**config.mk**
```make
export PLATFORM = sky130hd
export DESIGN_NAME = mult_dot_sequencer_flat
export DESIGN_NICKNAME = d
export VERILOG_FILES = /design/src/rtl/mult_dot_sequencer_pkg.sv /design/src/rtl/mult_dot_sequencer_if.sv /design/src/rtl/mult_operand_fifo.sv /design/src/rtl/mult_dot_sequencer.sv /design/src/flat_wrapper.sv
export SDC_FILE = /design/constraint.sdc
export NUM_CORES = 1
export LEC_CHECK = 0
export BUFFER_PORTS_ARGS = -buffer_cell sky130_fd_sc_hd__buf_2
export CAP_MARGIN = 5
export CORE_MARGIN = 3
export CORE_UTILIZATION = 25
export DETAILED_ROUTE_END_ITERATION = 7
export GPL_TIMING_DRIVEN = 0
export PLACE_DENSITY_LB_ADDON = 0.2
export SETUP_SLACK_MARGIN = 0.05
export SLEW_MARGIN = 10
export SYNTH_ARGS = -nofsm -noshare
export SYNTH_HDL_FRONTEND = slang
export SYNTH_SLANG_ARGS = --single-unit
export TNS_END_PERCENT = 10
```
**constraint.sdc**
```tcl
create_clock -name clock -period 5.55 [get_ports clock]
set_input_delay 0.8325 -clock clock [delete_from_list [all_inputs] [get_ports clock]]
set_output_delay 0.8325 -clock clock [all_outputs]
set_load 0.01 [all_outputs]
```
**src/rtl/mult_dot_sequencer_pkg.sv**
```systemverilog
// Shared types and widths for the dot-product sequencer in front of the 8x8 sequential multiplier.
package mult_pkg;

    localparam int OP_W   = 8;
    localparam int PROD_W = 16;

    typedef enum logic [1:0] {
        IDLE    = 2'd0,
        ISSUE   = 2'd1,
        RELEASE = 2'd2,
        OUTPUT  = 2'd3
    } seq_state_e;

    // Two's complement add overflow: equal operand signs, result sign differs.
    function automatic logic add_overflow(input logic sign_a, input logic sign_b, input logic sign_sum);
        return (sign_a == sign_b) && (sign_sum != sign_a);
    endfunction

endpackage

```
**src/rtl/mult_dot_sequencer_if.sv**
```systemverilog
// Operand stream, multiplier handshake and result stream of the dot-product sequencer.
interface mult_dot_sequencer_if
    import mult_pkg::*;
#(
    parameter int ACC_W = 24
) ();

    logic              in_valid;
    logic              in_ready;
    logic [OP_W-1:0]   in_a;
    logic [OP_W-1:0]   in_b;
    logic              in_last;

    logic              mul_start;
    logic [OP_W-1:0]   mul_a;
    logic [OP_W-1:0]   mul_b;
    logic [PROD_W-1:0] mul_product;
    logic              mul_done;

    logic              out_valid;
    logic              out_ready;
    logic [ACC_W-1:0]  out_sum;
    logic              out_ovf;

    // master is the sequencer itself; slave is the operand source, multiplier and result sink.
    modport master (
        input  in_valid, in_a, in_b, in_last, mul_product, mul_done, out_ready,
        output in_ready, mul_start, mul_a, mul_b, out_valid, out_sum, out_ovf
    );

    modport slave (
        output in_valid, in_a, in_b, in_last, mul_product, mul_done, out_ready,
        input  in_ready, mul_start, mul_a, mul_b, out_valid, out_sum, out_ovf
    );

endinterface

```
**src/rtl/mult_operand_fifo.sv**
```systemverilog
// Small synchronous operand FIFO with registered pointers and occupancy count.
module mult_operand_fifo #(
    parameter int DEPTH = 4,
    parameter int WIDTH = 17
) (
    input  logic             clock,
    input  logic             reset_n,
    input  logic             push,
    input  logic             pop,
    input  logic [WIDTH-1:0] wr_data,
    output logic [WIDTH-1:0] rd_data,
    output logic             full,
    output logic             empty
);

    localparam int PTR_W = (DEPTH > 1) ? $clog2(DEPTH) : 1;
    localparam int CNT_W = $clog2(DEPTH + 1);

    logic [WIDTH-1:0] mem [DEPTH];
    logic [PTR_W-1:0] wr_ptr_reg;
    logic [PTR_W-1:0] rd_ptr_reg;
    logic [CNT_W-1:0] count_reg;
    logic             do_push;
    logic             do_pop;

    assign empty   = (count_reg == '0);
    assign full    = (count_reg == CNT_W'(DEPTH));
    assign do_pop  = pop && !empty;
    // A simultaneous pop frees a slot, so a push is honoured even when full.
    assign do_push = push && (!full || do_pop);
    assign rd_data = mem[rd_ptr_reg];

    always_ff @(posedge clock) begin
        if (do_push) begin
            mem[wr_ptr_reg] <= wr_data;
        end
    end

    always_ff @(posedge clock or posedge reset_n) begin
        if (reset_n) begin
            wr_ptr_reg <= '0;
            rd_ptr_reg <= '0;
            count_reg  <= '0;
        end else begin
            if (do_push) begin
                wr_ptr_reg <= wr_ptr_reg + PTR_W'(1);
            end
            if (do_pop) begin
                rd_ptr_reg <= rd_ptr_reg + PTR_W'(1);
            end
            case ({do_push, do_pop})
                2'b10:   count_reg <= count_reg + CNT_W'(1);
                2'b01:   count_reg <= count_reg - CNT_W'(1);
                default: count_reg <= count_reg;
            endcase
        end
    end

endmodule

```
**src/rtl/mult_dot_sequencer.sv**
```systemverilog
// Feeds buffered operand pairs to the sequential multiplier one at a time and
// accumulates the signed products into a dot-product sum with sticky overflow.
module mult_dot_sequencer
    import mult_pkg::*;
#(
    parameter int DEPTH = 4,
    parameter int ACC_W = 24
) (
    input  logic                 clock,
    input  logic                 reset_n,
    mult_dot_sequencer_if.master bus
);

    localparam int ENTRY_W = 2 * OP_W + 1;

    seq_state_e       state_reg, state_next;
    logic             mul_start_reg, mul_start_next;
    logic [OP_W-1:0]  mul_a_reg, mul_a_next;
    logic [OP_W-1:0]  mul_b_reg, mul_b_next;
    logic             last_reg, last_next;
    logic [ACC_W-1:0] acc_reg, acc_next;
    logic             ovf_reg, ovf_next;
    logic             out_valid_reg, out_valid_next;

    logic               fifo_push;
    logic               fifo_pop;
    logic               fifo_full;
    logic               fifo_empty;
    logic [ENTRY_W-1:0] fifo_wr_data;
    logic [ENTRY_W-1:0] fifo_rd_data;
    logic [ACC_W-1:0]   prod_ext;
    logic [ACC_W-1:0]   sum;

    assign fifo_push    = bus.in_valid && !fifo_full;
    assign fifo_wr_data = {bus.in_a, bus.in_b, bus.in_last};

    mult_operand_fifo #(
        .DEPTH (DEPTH),
        .WIDTH (ENTRY_W)
    ) u_fifo (
        .clock   (clock),
        .reset_n (reset_n),
        .push    (fifo_push),
        .pop     (fifo_pop),
        .wr_data (fifo_wr_data),
        .rd_data (fifo_rd_data),
        .full    (fifo_full),
        .empty   (fifo_empty)
    );

    assign prod_ext = ACC_W'(signed'(bus.mul_product));
    assign sum      = acc_reg + prod_ext;

    always_comb begin
        state_next     = state_reg;
        mul_start_next = mul_start_reg;
        mul_a_next     = mul_a_reg;
        mul_b_next     = mul_b_reg;
        last_next      = last_reg;
        acc_next       = acc_reg;
        ovf_next       = ovf_reg;
        out_valid_next = out_valid_reg;
        fifo_pop       = 1'b0;
        case (state_reg)
            IDLE: begin
                // Never raise start while the multiplier still reports done.
                if (!fifo_empty && !bus.mul_done) begin
                    fifo_pop       = 1'b1;
                    {mul_a_next, mul_b_next, last_next} = fifo_rd_data;
                    mul_start_next = 1'b1;
                    state_next     = ISSUE;
                end
            end
            ISSUE: begin
                if (bus.mul_done) begin
                    acc_next       = sum;
                    ovf_next       = ovf_reg | add_overflow(acc_reg[ACC_W-1], prod_ext[ACC_W-1], sum[ACC_W-1]);
                    mul_start_next = 1'b0;
                    state_next     = RELEASE;
                end
            end
            RELEASE: begin
                if (!bus.mul_done) begin
                    if (last_reg) begin
                        out_valid_next = 1'b1;
                        state_next     = OUTPUT;
                    end else begin
                        state_next     = IDLE;
                    end
                end
            end
            OUTPUT: begin
                if (bus.out_ready) begin
                    acc_next       = '0;
                    ovf_next       = 1'b0;
                    out_valid_next = 1'b0;
                    state_next     = IDLE;
                end
            end
            default: begin
                state_next = IDLE;
            end
        endcase
    end

    always_ff @(posedge clock or posedge reset_n) begin
        if (reset_n) begin
            state_reg     <= IDLE;
            mul_start_reg <= 1'b0;
            mul_a_reg     <= '0;
            mul_b_reg     <= '0;
            last_reg      <= 1'b0;
            acc_reg       <= '0;
            ovf_reg       <= 1'b0;
            out_valid_reg <= 1'b0;
        end else begin
            state_reg     <= state_next;
            mul_start_reg <= mul_start_next;
            mul_a_reg     <= mul_a_next;
            mul_b_reg     <= mul_b_next;
            last_reg      <= last_next;
            acc_reg       <= acc_next;
            ovf_reg       <= ovf_next;
            out_valid_reg <= out_valid_next;
        end
    end

    assign bus.in_ready  = !fifo_full;
    assign bus.mul_start = mul_start_reg;
    assign bus.mul_a     = mul_a_reg;
    assign bus.mul_b     = mul_b_reg;
    assign bus.out_valid = out_valid_reg;
    assign bus.out_sum   = acc_reg;
    assign bus.out_ovf   = ovf_reg;

endmodule

```
**src/flat_wrapper.sv**
```systemverilog
// flat-port wrapper written by rule: the top's interface ports become plain ports
module mult_dot_sequencer_flat import mult_pkg::*;
#(
    parameter int DEPTH = 4,
    parameter int ACC_W = 24
)
  (clock, reset_n, bus_in_valid, bus_in_a, bus_in_b, bus_in_last, bus_mul_product, bus_mul_done, bus_out_ready, bus_in_ready, bus_mul_start, bus_mul_a, bus_mul_b, bus_out_valid, bus_out_sum, bus_out_ovf);
  mult_dot_sequencer_if #(.ACC_W(ACC_W)) bus_i ();
  input  logic clock;
  input  logic reset_n;
  input wire logic [$bits(bus_i.in_valid)-1:0] bus_in_valid;
  input wire logic [$bits(bus_i.in_a)-1:0] bus_in_a;
  input wire logic [$bits(bus_i.in_b)-1:0] bus_in_b;
  input wire logic [$bits(bus_i.in_last)-1:0] bus_in_last;
  input wire logic [$bits(bus_i.mul_product)-1:0] bus_mul_product;
  input wire logic [$bits(bus_i.mul_done)-1:0] bus_mul_done;
  input wire logic [$bits(bus_i.out_ready)-1:0] bus_out_ready;
  output wire logic [$bits(bus_i.in_ready)-1:0] bus_in_ready;
  output wire logic [$bits(bus_i.mul_start)-1:0] bus_mul_start;
  output wire logic [$bits(bus_i.mul_a)-1:0] bus_mul_a;
  output wire logic [$bits(bus_i.mul_b)-1:0] bus_mul_b;
  output wire logic [$bits(bus_i.out_valid)-1:0] bus_out_valid;
  output wire logic [$bits(bus_i.out_sum)-1:0] bus_out_sum;
  output wire logic [$bits(bus_i.out_ovf)-1:0] bus_out_ovf;
  assign bus_i.in_valid = bus_in_valid;
  assign bus_i.in_a = bus_in_a;
  assign bus_i.in_b = bus_in_b;
  assign bus_i.in_last = bus_in_last;
  assign bus_i.mul_product = bus_mul_product;
  assign bus_i.mul_done = bus_mul_done;
  assign bus_i.out_ready = bus_out_ready;
  assign bus_in_ready = bus_i.in_ready;
  assign bus_mul_start = bus_i.mul_start;
  assign bus_mul_a = bus_i.mul_a;
  assign bus_mul_b = bus_i.mul_b;
  assign bus_out_valid = bus_i.out_valid;
  assign bus_out_sum = bus_i.out_sum;
  assign bus_out_ovf = bus_i.out_ovf;
  mult_dot_sequencer #(.DEPTH(DEPTH), .ACC_W(ACC_W)) u_core (.clock(clock), .reset_n(reset_n), .bus(bus_i));
endmodule
```
# Yosys cells after proc, flatten, opt, wreduce, memory -nomap -nowiden

Memories as Yosys holds them, arrays and structs flattened. A register that Yosys moved wholly into a read port is not among the register bits.
Index checks and enable logic that the tools add are counted.
Widths: inputs -> output; s select.

Bits in registers: 36
Memory bits (writable): 68
Input bits: 38
Output and inout port bits: 44
Word-level logic and storage cells: 71
Memories: 1

$add $sub $neg: 5
Equal/unequal tests: 13
Mux-type cells: 23
Bitwise gates (word level): 1
Reductions and logical operators: 20

Memory list:

| memory            | depth | width | rd ports | clocked after Yosys merged registers in | write ports | RTL line                | source |
|---|---|---|---|---|---|---|---|
| u_core.u_fifo.mem | 4     | 17    | 1        | 1                                       | 1           | mult_operand_fifo.sv:19 | `logic [WIDTH-1:0] mem [DEPTH];` |

Operators by type and width:

| operator            | number |
|---|---|
| $mux 24             | 2 |
| $pmux 24 s2         | 1 |
| $add 24x24->24      | 1 |
| $mux 1              | 10 |
| $mux 2              | 5 |
| $pmux 2 s4          | 1 |
| $reduce_and 4->1    | 2 |
| $reduce_bool 2->1   | 4 |
| $eq 2x2->1 const B  | 3 |
| $ne 2x2->1 const B  | 3 |
| $pmux 1 s2          | 3 |
| $pmux 3 s2          | 1 |
| $reduce_and 3->1    | 2 |
| $logic_and 1x1->1   | 5 |
| $add 2x1->2 const B | 2 |
| $eq 2x1->1 const B  | 2 |
| $ne 2x1->1 const B  | 2 |
| $add 3x1->3 const B | 1 |
| $eq 3x3->1 const B  | 1 |
| $logic_not 1->1     | 3 |
| $logic_not 3->1     | 1 |
| $sub 3x1->3 const B | 1 |
| $logic_not 2->1     | 1 |
| $reduce_and 2->1    | 1 |
| 4 further kinds     | 4 |

# Longest topological paths before layout

Gate-level depths: netlist of the first run.

Depth in word-level cells: 10
Depth in mapped cells: 11
Gate-level depth less buffers: 10

# Cells and area by module

Synthesis of the first run repeated with hierarchy kept, for this count alone.

Cell total of the unflattened synthesis: 435
Area, all modules: 5870.6 um^2

By module, submodules not included:

| module             | instances | cells an instance | area an instance (um^2) | sequential area each (um^2) |
|---|---|---|---|---|
| mult_dot_sequencer | 1         | 307               | 2979.1                  | 1151.1 |
| mult_operand_fifo  | 1         | 128               | 2891.5                  | 2217.1 |

# Worst setup path after synthesis of the first run

OpenSTA, ideal clock, no wires.

Path kind: input -> register
Start point: in bus_mul_done
End point: reg u_core.u_fifo.count_reg[2]
Setup time: 0.079 ns
Data arrival time: 2.799 ns
Required time: 5.471 ns
Setup slack: 2.671 ns
Stages on the path: 10
Path buffers: 2
Path through: or4_1 -> clkbuf_1 -> inv_2 -> buf_2 -> ha_1 -> inv_1 -> fa_1 -> xor2_1 -> nor2_1 -> xor2_1

Cells in the longest elaborated chain, start to end: 9
Elaborated cells between the ends (all ways): 11
Classes of those cells: eq/ne: 2; mux: 3; reduce/logical: 6

RTL lines:

| element                                         | RTL line                 | source |
|---|---|---|
| from (decl)                                     | flat_wrapper.sv:16       | `input wire logic [$bits(bus_i.mul_done)-1:0] bus_mul_done;` |
| $logic_not 1->1 *                               | mult_dot_sequencer.sv:67 | `if (!fifo_empty && !bus.mul_done) begin` |
| $logic_and 1x1->1 *                             | mult_dot_sequencer.sv:67 |  |
| $mux 1 *                                        | mult_dot_sequencer.sv:67 |  |
| $mux 1 *                                        | mult_dot_sequencer.sv:64 | `case (state_reg)` |
| $logic_and 1x1->1 *                             | mult_operand_fifo.sv:28  | `assign do_pop = pop && !empty;` |
| via u_core.u_fifo.do_pop                        | mult_operand_fifo.sv:24  | `logic do_pop;` |
| $logic_or 1x1->1                                | mult_operand_fifo.sv:30  | `assign do_push = push && (!full \|\| do_pop);` |
| $logic_and 1x1->1                               | mult_operand_fifo.sv:30  |  |
| $eq 2x1->1 or $eq 2x2->1 (tied branches)        | mult_operand_fifo.sv:51  | `case ({do_push, do_pop})` |
| $pmux 3 s2 or $reduce_bool 2->1 (tied branches) | -                        |  |
| to (signal assigned)                            | mult_operand_fifo.sv:52  | `2'b10: count_reg <= count_reg + CNT_W'(1);` |
| to (signal assigned)                            | mult_operand_fifo.sv:53  | `2'b01: count_reg <= count_reg - CNT_W'(1);` |
| to (signal assigned)                            | mult_operand_fifo.sv:54  | `default: count_reg <= count_reg;` |
| to (decl)                                       | mult_operand_fifo.sv:22  | `logic [CNT_W-1:0] count_reg;` |

Mark *: on every way through the listed nets, which the timed path passes. The rest lies on a longest branch.
A chain may end at the register's enable or synchronous reset.

# Worst setup path after layout of the first run

Start point: reg u_core.state_reg[1]
End point: reg u_core.u_fifo.count_reg[2]

Cells in the longest elaborated chain, start to end: 7
Elaborated cells between the ends (all ways): 9
Classes of those cells: eq/ne: 2; mux: 2; reduce/logical: 5

RTL lines:

| element                                         | RTL line                  | source |
|---|---|---|
| from (decl)                                     | mult_dot_sequencer.sv:16  | `seq_state_e state_reg, state_next;` |
| from (signal assigned)                          | mult_dot_sequencer.sv:117 | `state_reg <= state_next;` |
| $logic_not 2->1 *                               | mult_dot_sequencer.sv:64  |  |
| $mux 1 *                                        | mult_dot_sequencer.sv:64  |  |
| $logic_and 1x1->1 *                             | mult_operand_fifo.sv:28   |  |
| via u_core.u_fifo.do_pop                        | mult_operand_fifo.sv:24   |  |
| $logic_or 1x1->1                                | mult_operand_fifo.sv:30   |  |
| $logic_and 1x1->1                               | mult_operand_fifo.sv:30   |  |
| $eq 2x1->1 or $eq 2x2->1 (tied branches)        | mult_operand_fifo.sv:51   |  |
| $pmux 3 s2 or $reduce_bool 2->1 (tied branches) | -                         |  |

Marks and branches as above.

==> out/results.ini, run 1 <==
[route]
drc=0
detail_route.first_pass.iterations=4
drt_iter0_markers=111
final_antenna_net_count=0
per_cell_routed_wire_length_microns=16.5
detail_route.vias_per_cell=4.63
postRouteWirelength_microns=13800
overall_via_count_from_detail_route=3874

[cells_and_area]
final_nets=607
top_register=u_core.u_fifo.mem
drive_gt1_share_pct=28.6
area_delta_synth_final_pct=23.9
layout.filler_cells=2306
num_antenna_cells=0
largest_register_ff_count=68

[critical_path]
cp.required_ns=5.89
slowest_cell_delay_on_critical_path_ns=0.55
sort_of_element_at_the_end_of_the_critical_path=flip-flop
rrSetupSlack_ns=2.51
worst-endpoint-arrival_ns=3.37
path_delay_family=buffers and inverters
cpMaxStageDelayCell=or4_1
r2r-start=u_core.state_reg[1]$_DFFE_PP0P_
critical_path.startpoint=u_core.state_reg[1]$_DFFE_PP0P_
crit_path_max_fanout=10
worst-path-buf-inv=5
worst_setup_path_start_kind=flip-flop
list_of_cells_traversed_by_the_critical_path=clkbuf_1 > or4_1 > clkbuf_1 > inv_2 > buf_2 > ha_1 > inv_1 > fa_1 > xor2_1 > nor2_1 > xor2_1
worst-setup-path-type=flip-flop to flip-flop

[sta]
grt_setup_unrepaired=no
worst_clock_skew_ns=0.00757
timing.final.max_slew_violations=0
final_min_period_over_clock_period_pct=54.7
fin_setup_tns_ns=0
achievable-frequency_mhz=329
timing.slew.headroom_pct=31.9
final_period_minus_worst_setup_slack_ns=3.04
report.final.setup_viol=0
hold_viol_final=0
tightest_slew_ns=1.02

[clock_network]
ctsHoldBuffers=0
ctsHtreeMaxLevel=4
clock_path_buffers=2
clock_sinks=121
insertion_delay_ns=0.41
cts_repair_resize_count=0
root_buf_cell=clkbuf_16
numCtsBuffers=17
cts_tree=built
cts.reportedPaths.clkPinSlew_ns=0.07
postCtsSetupRepairBufs=0

[die]
die_x_microns=158
placeableCoreArea_sq_mm=0.0227
die_height_microns=158
core.rowCount=55
initial_utilization_pct=25.5
die-area_sq_mm=0.0250
io_pins=82

[grt]
gr-usage-all-layers_pct=11.4
gr-total-overflow=0
first_global_vias=4045
grt_pass1_wl_microns=21600
grt_antenna_before_repair=1
maximum_number_of_pins_on_one_net_before_global_route_repair=30

[synth]
yosys_reg_bits=121
syn-instance-count=438
seq_area_frac_synth_pct=58.2
synth-edff-count=68
synth.distinct_cells=55
synth_async_sr_flop_share_pct=43.8
number_of_warnings_issued_by_yosys=0
mappedNetlistNets=506
synthesized_area_per_cell_sq_um=13.2
synth.largest_area_cell=edfxtp_1
netlist_area_sq_mm=0.00579
synthDominantCellAreaShare_pct=35.3
dominant_register_cell_in_the_synthesized_netlist=edfxtp_1
synth.top_cells.by_area=edfxtp_1 (35%), dfrtp_1 (23%), mux4_2 (6.6%), ha_1 (6.1%), nand2_1 (3.4%)

[pwr]
power.total_mw=4.07
power.static_leakage_nw=2.91
power_density_mw_per_mm2=568
vdd_ir_drop_max_mv=0.246

[min_path]
min_path_type=input port to async pin

[run_status]
outcome=complete, no violations

[placed_design]
place_congestion=0.807
dpl.hpwl_microns=9450
port_buffers=81

[flow_run]
drv_cap=0

layout by cell type, fill, tap and decap left out, drive strengths merged, types with 3 or more instances in the layout:
master	synthesis	final
a21o	4	4
a21oi	23	23
a22o	4	4
a31oi	4	4
and2	3	3
and3	4	4
buf	3	85
clkbuf	15	32
dfrtp	53	53
edfxtp	68	68
ha	28	28
inv	15	25
mux2	16	16
mux4	17	17
nand2	53	53
nand3	10	10
nand4	5	5
nor2	10	10
o21a	4	4
o21ai	36	36
o31ai	3	3
xnor2	15	15
xor2	11	11
routing by layer:
metal | vias up | wire, microns | global-route usage, %
li1 | 1850 | - | -
met4 | 2 | 160 | 3.24
met2 | 81 | 6930 | 19.9
met1 | 1926 | 5920 | 13.5
met5 | - | 13 | 0
met3 | 15 | 795 | 3.69
worst register-to-register path: stages, from the launching register on:
cell and delay, ns:
dfrtp_1 0.36, clkbuf_1 0.19, or4_1 0.55, clkbuf_1 0.20
inv_2 0.26, buf_2 0.34, ha_1 0.24, inv_1 0.06
fa_1 0.37, xor2_1 0.15, nor2_1 0.10, xor2_1 0.14
cells in the mapped netlist (10+ instances only):
cell,instances
xnor2_1,15
clkbuf_1,15
mux4_2,17
edfxtp_1,68
a21oi_1,23
xor2_1,11
nand2_1,52
nand3_1,10
mux2_2,16
dfrtp_1,53
inv_1,14
ha_1,28
o21ai_0,35
stage by stage:
step	worst slack [ns]	std cells	instance area (sq um)	util [%]	hold slack (ns)
2_1_floorplan	2.67	438	5790	-	0.464
3_3_place_gp	2.11	804	6550	28.8	0.468
3_5_place_dp	2.10	805	6570	28.9	0.469
4_1_cts	2.47	837	7170	31.6	0.409
5_1_grt	2.30	837	7170	31.6	0.424
6_report	2.51	837	7170	31.6	0.404
power breakdown:
group | internal, mW | total, mW | switching, mW | leakage [nW]
clock | 0.644 | 1.12 | 0.474 | 0.289
combinational | 0.679 | 1.56 | 0.878 | 1.35
sequential | 1.25 | 1.39 | 0.147 | 1.27
total | 2.57 | 4.07 | 1.50 | 2.91
final cells by class:
cell class              count  area (sq um)  share of cell area [%]
flip-flops and latches    121          3370                    47.0
multi-input cells         284          2290                    32.0
clock buffers              17           425                    5.93
repair buffers             82           425                    5.93
well taps                 285           357                    4.97
clock inverters            15           173                    2.41
plain buffers              18          70.1                   0.977
inverters                  15          58.8                   0.820
path summary, 6_finish.rpt:
check / cells past startpoint / endpoint
worst max-delay path: 11 / u_core.u_fifo.count_reg[2]$_DFFE_PP0P_
worst min-delay path: 2 / u_core.bus.mul_b[6]$_DFFE_PP0N_
worst max register to register: 11 / u_core.u_fifo.count_reg[2]$_DFFE_PP0P_
worst min register to register: 2 / u_core.bus.mul_a[0]$_DFFE_PP0N_
max in group asynchronous: 3 / u_core.state_reg[0]$_DFFE_PP0P_
min in group clock: 2 / u_core.bus.mul_a[0]$_DFFE_PP0N_
kinds of logic (layout without fill, tap and decap cells):
group           Yosys count  after routing  share of synthesized area [%]
buf+inv                  33            147                           2.18
flops                   121            121                           58.2
compound gates           96             96                           11.1
fa+ha+maj                30             30                           6.74
mux                      35             35                           10.1
xor+xnor                 26             26                           3.93
simple gates             97             97                           7.80
No activity file was read; power rests on OpenSTA's default activity.
==> run 2: changes to the inputs <==
- clock period: 5.55 -> 3.15 ns (I/O delays scaled with it)
==> run 2 against run 1 <==
Via count grew 0.36%. Worst hold slack got worse by 0.36 ns. Worst setup slack got worse by 2.2 ns. Power rose by 77%. First-iteration DRC count is 6.3% lower. Die area did not move. Clock power rose by 76%. Register-to-register slack lost 2.2 ns.
==> out/results.ini, run 2 (synthesized netlist as in run 1, its figures left out) <==
[critical_path]
worst-setup-path-type=flip-flop to flip-flop
worst-endpoint-arrival_ns=3.22  ; -0.15 ns
rrSetupSlack_ns=0.27  ; -2.24 ns
slowest_cell_delay_on_critical_path_ns=0.55  ; about the same
sort_of_element_at_the_end_of_the_critical_path=flip-flop
cp.required_ns=3.49  ; -2.40 ns
list_of_cells_traversed_by_the_critical_path=clkbuf_1 > or4_1 > clkbuf_1 > inv_4 > clkbuf_4 > ha_1 > inv_1 > fa_1 > xor2_1 > nor2_1 > xor2_1
r2r-start=u_core.state_reg[1]$_DFFE_PP0P_
worst-r2r-cell-count=11  ; unchanged
cpMaxStageDelayCell=or4_1
path_delay_family=buffers and inverters
path_depth=11  ; unchanged
reg2reg_to=u_core.u_fifo.count_reg[2]$_DFFE_PP0P_
worst_setup_path_start_kind=flip-flop
worst-path-buf-inv=5  ; unchanged
crit_path_max_fanout=10  ; unchanged

[run_status]
outcome=complete, no violations

[cells_and_area]
area_delta_synth_final_pct=24.1
drive_gt1_share_pct=29.0  ; +0.36 points
final_nets=607  ; unchanged
layout.cells.most_common=buf_2
top_register=u_core.u_fifo.mem
layout.filler_cells=2303  ; -0.13%
layout.cells.most_common_list=buf_2 (82), edfxtp_1 (68), dfrtp_1 (53)
largest_register_ff_count=68  ; unchanged
num_antenna_cells=0  ; unchanged
final_instance_area_sq_mm=0.00719  ; +0.21%

[die]
die_x_microns=158  ; unchanged
die-area_sq_mm=0.0250  ; unchanged
die_height_microns=158  ; unchanged
core.rowCount=55  ; unchanged
initial_utilization_pct=25.5  ; unchanged
placeableCoreArea_sq_mm=0.0227  ; unchanged
io_pins=82  ; unchanged

[grt]
maximum_number_of_pins_on_one_net_before_global_route_repair=30  ; unchanged
gr-usage-all-layers_pct=11.4  ; unchanged
gr-total-overflow=0  ; unchanged
grt_antenna_before_repair=1  ; unchanged
first_global_vias=4045  ; unchanged
grt_pass1_wl_microns=21600  ; unchanged

[sta]
least_setup_slack_across_all_paths_after_layout_ns=0.268  ; -2.24 ns
final_period_minus_worst_setup_slack_ns=2.88  ; -0.155 ns
grt_setup_unrepaired=no
timing.final.max_slew_violations=0  ; unchanged
report.final.setup_viol=0  ; unchanged
timing.slew.headroom_pct=31.6  ; -0.27 points
final_min_period_over_clock_period_pct=91.5  ; +37 points
worst_clock_skew_ns=0.00780  ; +0.000236 ns
achievable-frequency_mhz=347  ; +5.4%
fin_setup_tns_ns=0  ; unchanged
hold_viol_final=0  ; unchanged
tightest_slew_ns=1.03  ; +0.00402 ns

[placed_design]
dpl.hpwl_microns=9450  ; unchanged
place_congestion=0.807  ; unchanged
placement.cell_area_sq_mm=0.00657  ; unchanged
pre_cts_slack_ns=0.0644  ; -2.04 ns
port_buffers=81  ; unchanged

[route]
postRouteWirelength_microns=13900  ; +0.43%
final_antenna_net_count=0  ; unchanged
drt_iter0_markers=104  ; -6.3%
overall_via_count_from_detail_route=3888  ; +0.36%
per_cell_routed_wire_length_microns=16.6  ; +0.43%
detail_route.first_pass.iterations=4  ; unchanged
detail_route.vias_per_cell=4.65  ; +0.36%
drc=0  ; unchanged

[clock_network]
clock_path_buffers=2  ; unchanged
ctsHtreeMaxLevel=4  ; unchanged
cts_tree=built
root_buf_cell=clkbuf_16
cts.reportedPaths.clkPinSlew_ns=0.07  ; about the same
insertion_delay_ns=0.41  ; about the same
numCtsBuffers=17  ; unchanged
clock_sinks=121  ; unchanged

[pwr]
power_density_mw_per_mm2=1000  ; +76%
power.static_leakage_nw=2.91  ; about the same
vdd_ir_drop_max_mv=0.434  ; +76%

[flow_run]
drv_cap=0  ; unchanged

[min_path]
min_path_type=input port to async pin

## run 2: cell count changes in the layout (fill, tap and decap cells not counted)
cell | before | now
a31oi_2 | 0 | 1
inv_4 | 1 | 2
clkbuf_4 | 0 | 1
inv_2 | 1 | 0
a21oi_2 | 0 | 1
a31oi_1 | 4 | 3
buf_2 | 83 | 82
a21oi_1 | 23 | 22
## run 2: worst max-delay path by stage
stage	to	start
2_1_floorplan	u_core.u_fifo.count_reg[2]$_DFFE_PP0P_	u_core.state_reg[1]$_DFFE_PP0P_
3_3_place_gp	u_core.bus.out_sum[22]$_DFFE_PP0P_	bus_mul_product[0]
3_5_place_dp	u_core.bus.out_sum[20]$_DFFE_PP0P_	bus_mul_product[0]
4_1_cts	u_core.u_fifo.count_reg[2]$_DFFE_PP0P_	u_core.state_reg[1]$_DFFE_PP0P_
5_1_grt	u_core.u_fifo.count_reg[2]$_DFFE_PP0P_	u_core.state_reg[1]$_DFFE_PP0P_
6_report	u_core.u_fifo.count_reg[2]$_DFFE_PP0P_	u_core.state_reg[1]$_DFFE_PP0P_
## run 2: timing repair
item | in CTS | in global routing
hold buffers | 0 | 0
setup buffers | 0 | 0
setup endpoints to repair | 0 | 3
gates resized for setup | 0 | 4
## run 2: per-stage QoR
step / hold WS, ns / total power [mW] / utilization (%) / instances
5_1_grt: 0.0638 / 7.74 / 31.6 / 837
3_3_place_gp: 0.468 / 5.25 / 28.8 / 804
4_1_cts: 0.0495 / 7.33 / 31.6 / 837
6_report: 0.0446 / 7.19 / 31.6 / 837
2_1_floorplan: 0.464 / 4.41 / - / 438
3_5_place_dp: 0.469 / 5.30 / 28.9 / 805
## run 2: cell type report
type | count | area (sq um) | area share (%)
flip-flops and latches | 121 | 3370 | 46.9
multi-input cells | 284 | 2300 | 32.1
clock buffers | 17 | 425 | 5.92
repair buffers | 82 | 425 | 5.92
well taps | 285 | 357 | 4.96
clock inverters | 15 | 173 | 2.40
plain buffers | 18 | 72.6 | 1.01
inverters | 15 | 61.3 | 0.853
## run 2: metal layers
layer / wire length, microns / global-route usage (%) / part of all wire, % / vias to the layer above
met5: 13 / 0 / 0.094 / -
met4: 140 / 3.24 / 1.0 / 2
met3: 787 / 3.69 / 5.7 / 13
met2: 6960 / 19.9 / 50 / 85
met1: 5980 / 13.5 / 43 / 1937
li1: - / - / - / 1851
## run 2: power by group
group	switching (mW)	total [mW]	leakage, nW	internal [mW]
logic	1.56	2.76	1.35	1.20
registers	0.260	2.46	1.27	2.20
clock network	0.837	1.97	0.289	1.14
total	2.65	7.19	2.91	4.54
==> run 3: changes to the inputs <==
- CORE_UTILIZATION: 25 -> 48
- clock period: 3.15 -> 2.6 ns (I/O delays scaled with it)
==> run 3 against run 2 <==
Clock power grew 22%. Largest power group unchanged. Clock-buffer cell count is the same. Critical path type unchanged. Highest routed layer is now met4. Clock skew grew 0.0010 ns. Largest cell class unchanged. Via count grew 0.10%.
==> out/results.ini, run 3 (synthesized netlist as in run 1, its figures left out) <==
[clock_network]
cts.reportedPaths.clkPinSlew_ns=0.06  ; about the same
insertion_delay_ns=0.41  ; about the same
root_buf_cell=clkbuf_16
clock_path_buffers=2  ; unchanged
cts_tree=built
clock_sinks=121  ; unchanged
numCtsBuffers=17  ; unchanged
ctsHtreeMaxLevel=4  ; unchanged

[sta]
report.final.setup_viol=0  ; unchanged
worst_clock_skew_ns=0.00880  ; +0.00100 ns
timing.slew.headroom_pct=37.2  ; +5.6 points
fin_setup_tns_ns=0  ; unchanged
timing.final.max_slew_violations=0  ; unchanged
achievable-frequency_mhz=401  ; +16%
grt_setup_unrepaired=yes
tightest_slew_ns=0.942  ; -0.0836 ns
hold_viol_final=0  ; unchanged
final_min_period_over_clock_period_pct=95.9  ; +4.4 points
final_period_minus_worst_setup_slack_ns=2.49  ; -0.389 ns

[die]
die_height_microns=116  ; -27%
io_pins=82  ; unchanged
core.rowCount=39  ; -29%
die-area_sq_mm=0.0134  ; -46%
initial_utilization_pct=49.8  ; +24 points
die_x_microns=116  ; -27%
placeableCoreArea_sq_mm=0.0116  ; -49%

[critical_path]
crit_path_max_fanout=7  ; -3
sort_of_element_at_the_end_of_the_critical_path=flip-flop
worst_setup_path_start_kind=flip-flop
worst-setup-path-type=flip-flop to flip-flop
rrSetupSlack_ns=0.11  ; -0.16 ns
list_of_cells_traversed_by_the_critical_path=ha_1 > clkbuf_1 > a21oi_2 > o21ai_0 > a221o_1 > or3_2 > a21o_1 > o211ai_1
cpMaxStageDelayCell=or3_2
slowest_cell_delay_on_critical_path_ns=0.49  ; -0.06 ns
worst-endpoint-arrival_ns=2.81  ; -0.41 ns
worst-r2r-cell-count=8  ; -3
cp.required_ns=2.92  ; -0.57 ns

[route]
detail_route.first_pass.iterations=5  ; +1
overall_via_count_from_detail_route=3892  ; +0.10%
drc=0  ; unchanged
postRouteWirelength_microns=12200  ; -12%
detail_route.vias_per_cell=5.55  ; +20%
final_antenna_net_count=0  ; unchanged
per_cell_routed_wire_length_microns=17.3  ; +4.6%
drt_iter0_markers=202  ; +94%

[grt]
first_global_vias=3898  ; -3.6%
gr-usage-all-layers_pct=19.5  ; +8.1 points
maximum_number_of_pins_on_one_net_before_global_route_repair=36  ; +20%
gr-total-overflow=0  ; unchanged
grt_antenna_before_repair=0  ; -1
grt_pass1_wl_microns=19700  ; -9.1%

[flow_run]
drv_cap=0  ; unchanged

[cells_and_area]
largest_register_ff_count=68  ; unchanged
drive_gt1_share_pct=33.2  ; +4.2 points
layout.filler_cells=943  ; -59%
final_instance_area_sq_mm=0.00717  ; -0.28%
finalNonFillerCells=701  ; -16%
top_register=u_core.u_fifo.mem
layout.cells.most_common_list=buf_2 (82), edfxtp_1 (68), nand2_1 (52)
area_delta_synth_final_pct=23.8
multi_input_comb_area_sq_mm=0.00239  ; +3.6%
final_core_utilization_pct=61.7  ; +30 points
num_antenna_cells=0  ; unchanged
final_nets=613  ; +0.99%
layout.area.seq_sq_mm=0.00337  ; about the same
layout.cells.most_common=buf_2

[placed_design]
dpl.hpwl_microns=8330  ; -12%
place_congestion=0.843  ; +4.4%
port_buffers=81  ; unchanged
post-place-cells=663  ; -18%
placement.cell_area_sq_mm=0.00640  ; -2.6%

[pwr]
vdd_ir_drop_max_mv=0.726  ; +67%
power_density_mw_per_mm2=1240  ; +24%
power.static_leakage_nw=2.94  ; +0.94%
power.total_mw=8.87  ; +23%

[min_path]
number_of_stages_on_the_worst_hold_path=1
min_path_type=input port to flip-flop

[run_status]
outcome=complete, no violations

-- run 3: per-layer routing --
layer	routed length [microns]	up-vias	GRT usage, %
li1	-	1859	-
met1	5220	1927	23.8
met2	6150	92	32.8
met3	570	14	4.91
met4	209	0	8.66
met5	0	-	0
-- run 3: cell type report --
class	instances	area share [%]
Sequential cell	121	47.0
Multi-Input combinational cell	284	33.3
Timing Repair Buffer	89	6.70
Clock buffer	17	5.94
Clock inverter	15	2.55
Tap cell	143	2.50
Buffer	17	1.13
Inverter	15	0.821
-- run 3: path summary, 6_finish.rpt --
kind	start	to
min in group asynchronous	reset_n	u_core.bus.mul_a[2]$_DFFE_PP0N_
max in group asynchronous	reset_n	u_core.bus.mul_b[7]$_DFFE_PP0N_
max reg2reg	u_core.bus.out_sum[16]$_DFFE_PP0P_	u_core.bus.out_sum[23]$_DFFE_PP0P_
min reg2reg	u_core.bus.mul_a[0]$_DFFE_PP0N_	u_core.bus.mul_a[0]$_DFFE_PP0N_
max	u_core.bus.out_sum[16]$_DFFE_PP0P_	u_core.bus.out_sum[23]$_DFFE_PP0P_
min	bus_in_a[1]	u_core.u_fifo.mem[3][10]$_DFFE_PP_
-- run 3: what timing repair did --
item	4_1_cts	5_1_grt
hold endpoints to repair	18	0
buffers inserted	3	3
pin swaps	2	5
resized for setup	7	27
hold buffers	1	0
endpoints found under the setup margin	7	8
-- run 3: worst max-delay path: cells and delay by family, from the launching register on --
family / cells / cell delay, ns
compound gates: 5 / 1.05
simple gates: 1 / 0.49
flops: 1 / 0.39
fa+ha+maj: 1 / 0.29
buf+inv: 1 / 0.18
-- run 3: through the flow --
stage,worst slack (ns),hold WS (ns)
after floorplan,0.0804,0.464
after global placement,-0.344,0.459
after detailed placement,-0.365,0.429
after CTS,0.0133,0.174
after global routing,-0.00722,0.187
final,0.107,0.191
-- run 3: where the power goes --
part	total (mW)	switching, mW	internal [mW]
clock	2.40	0.821	1.58
sequential	2.98	0.315	2.67
combinational	3.48	1.91	1.57
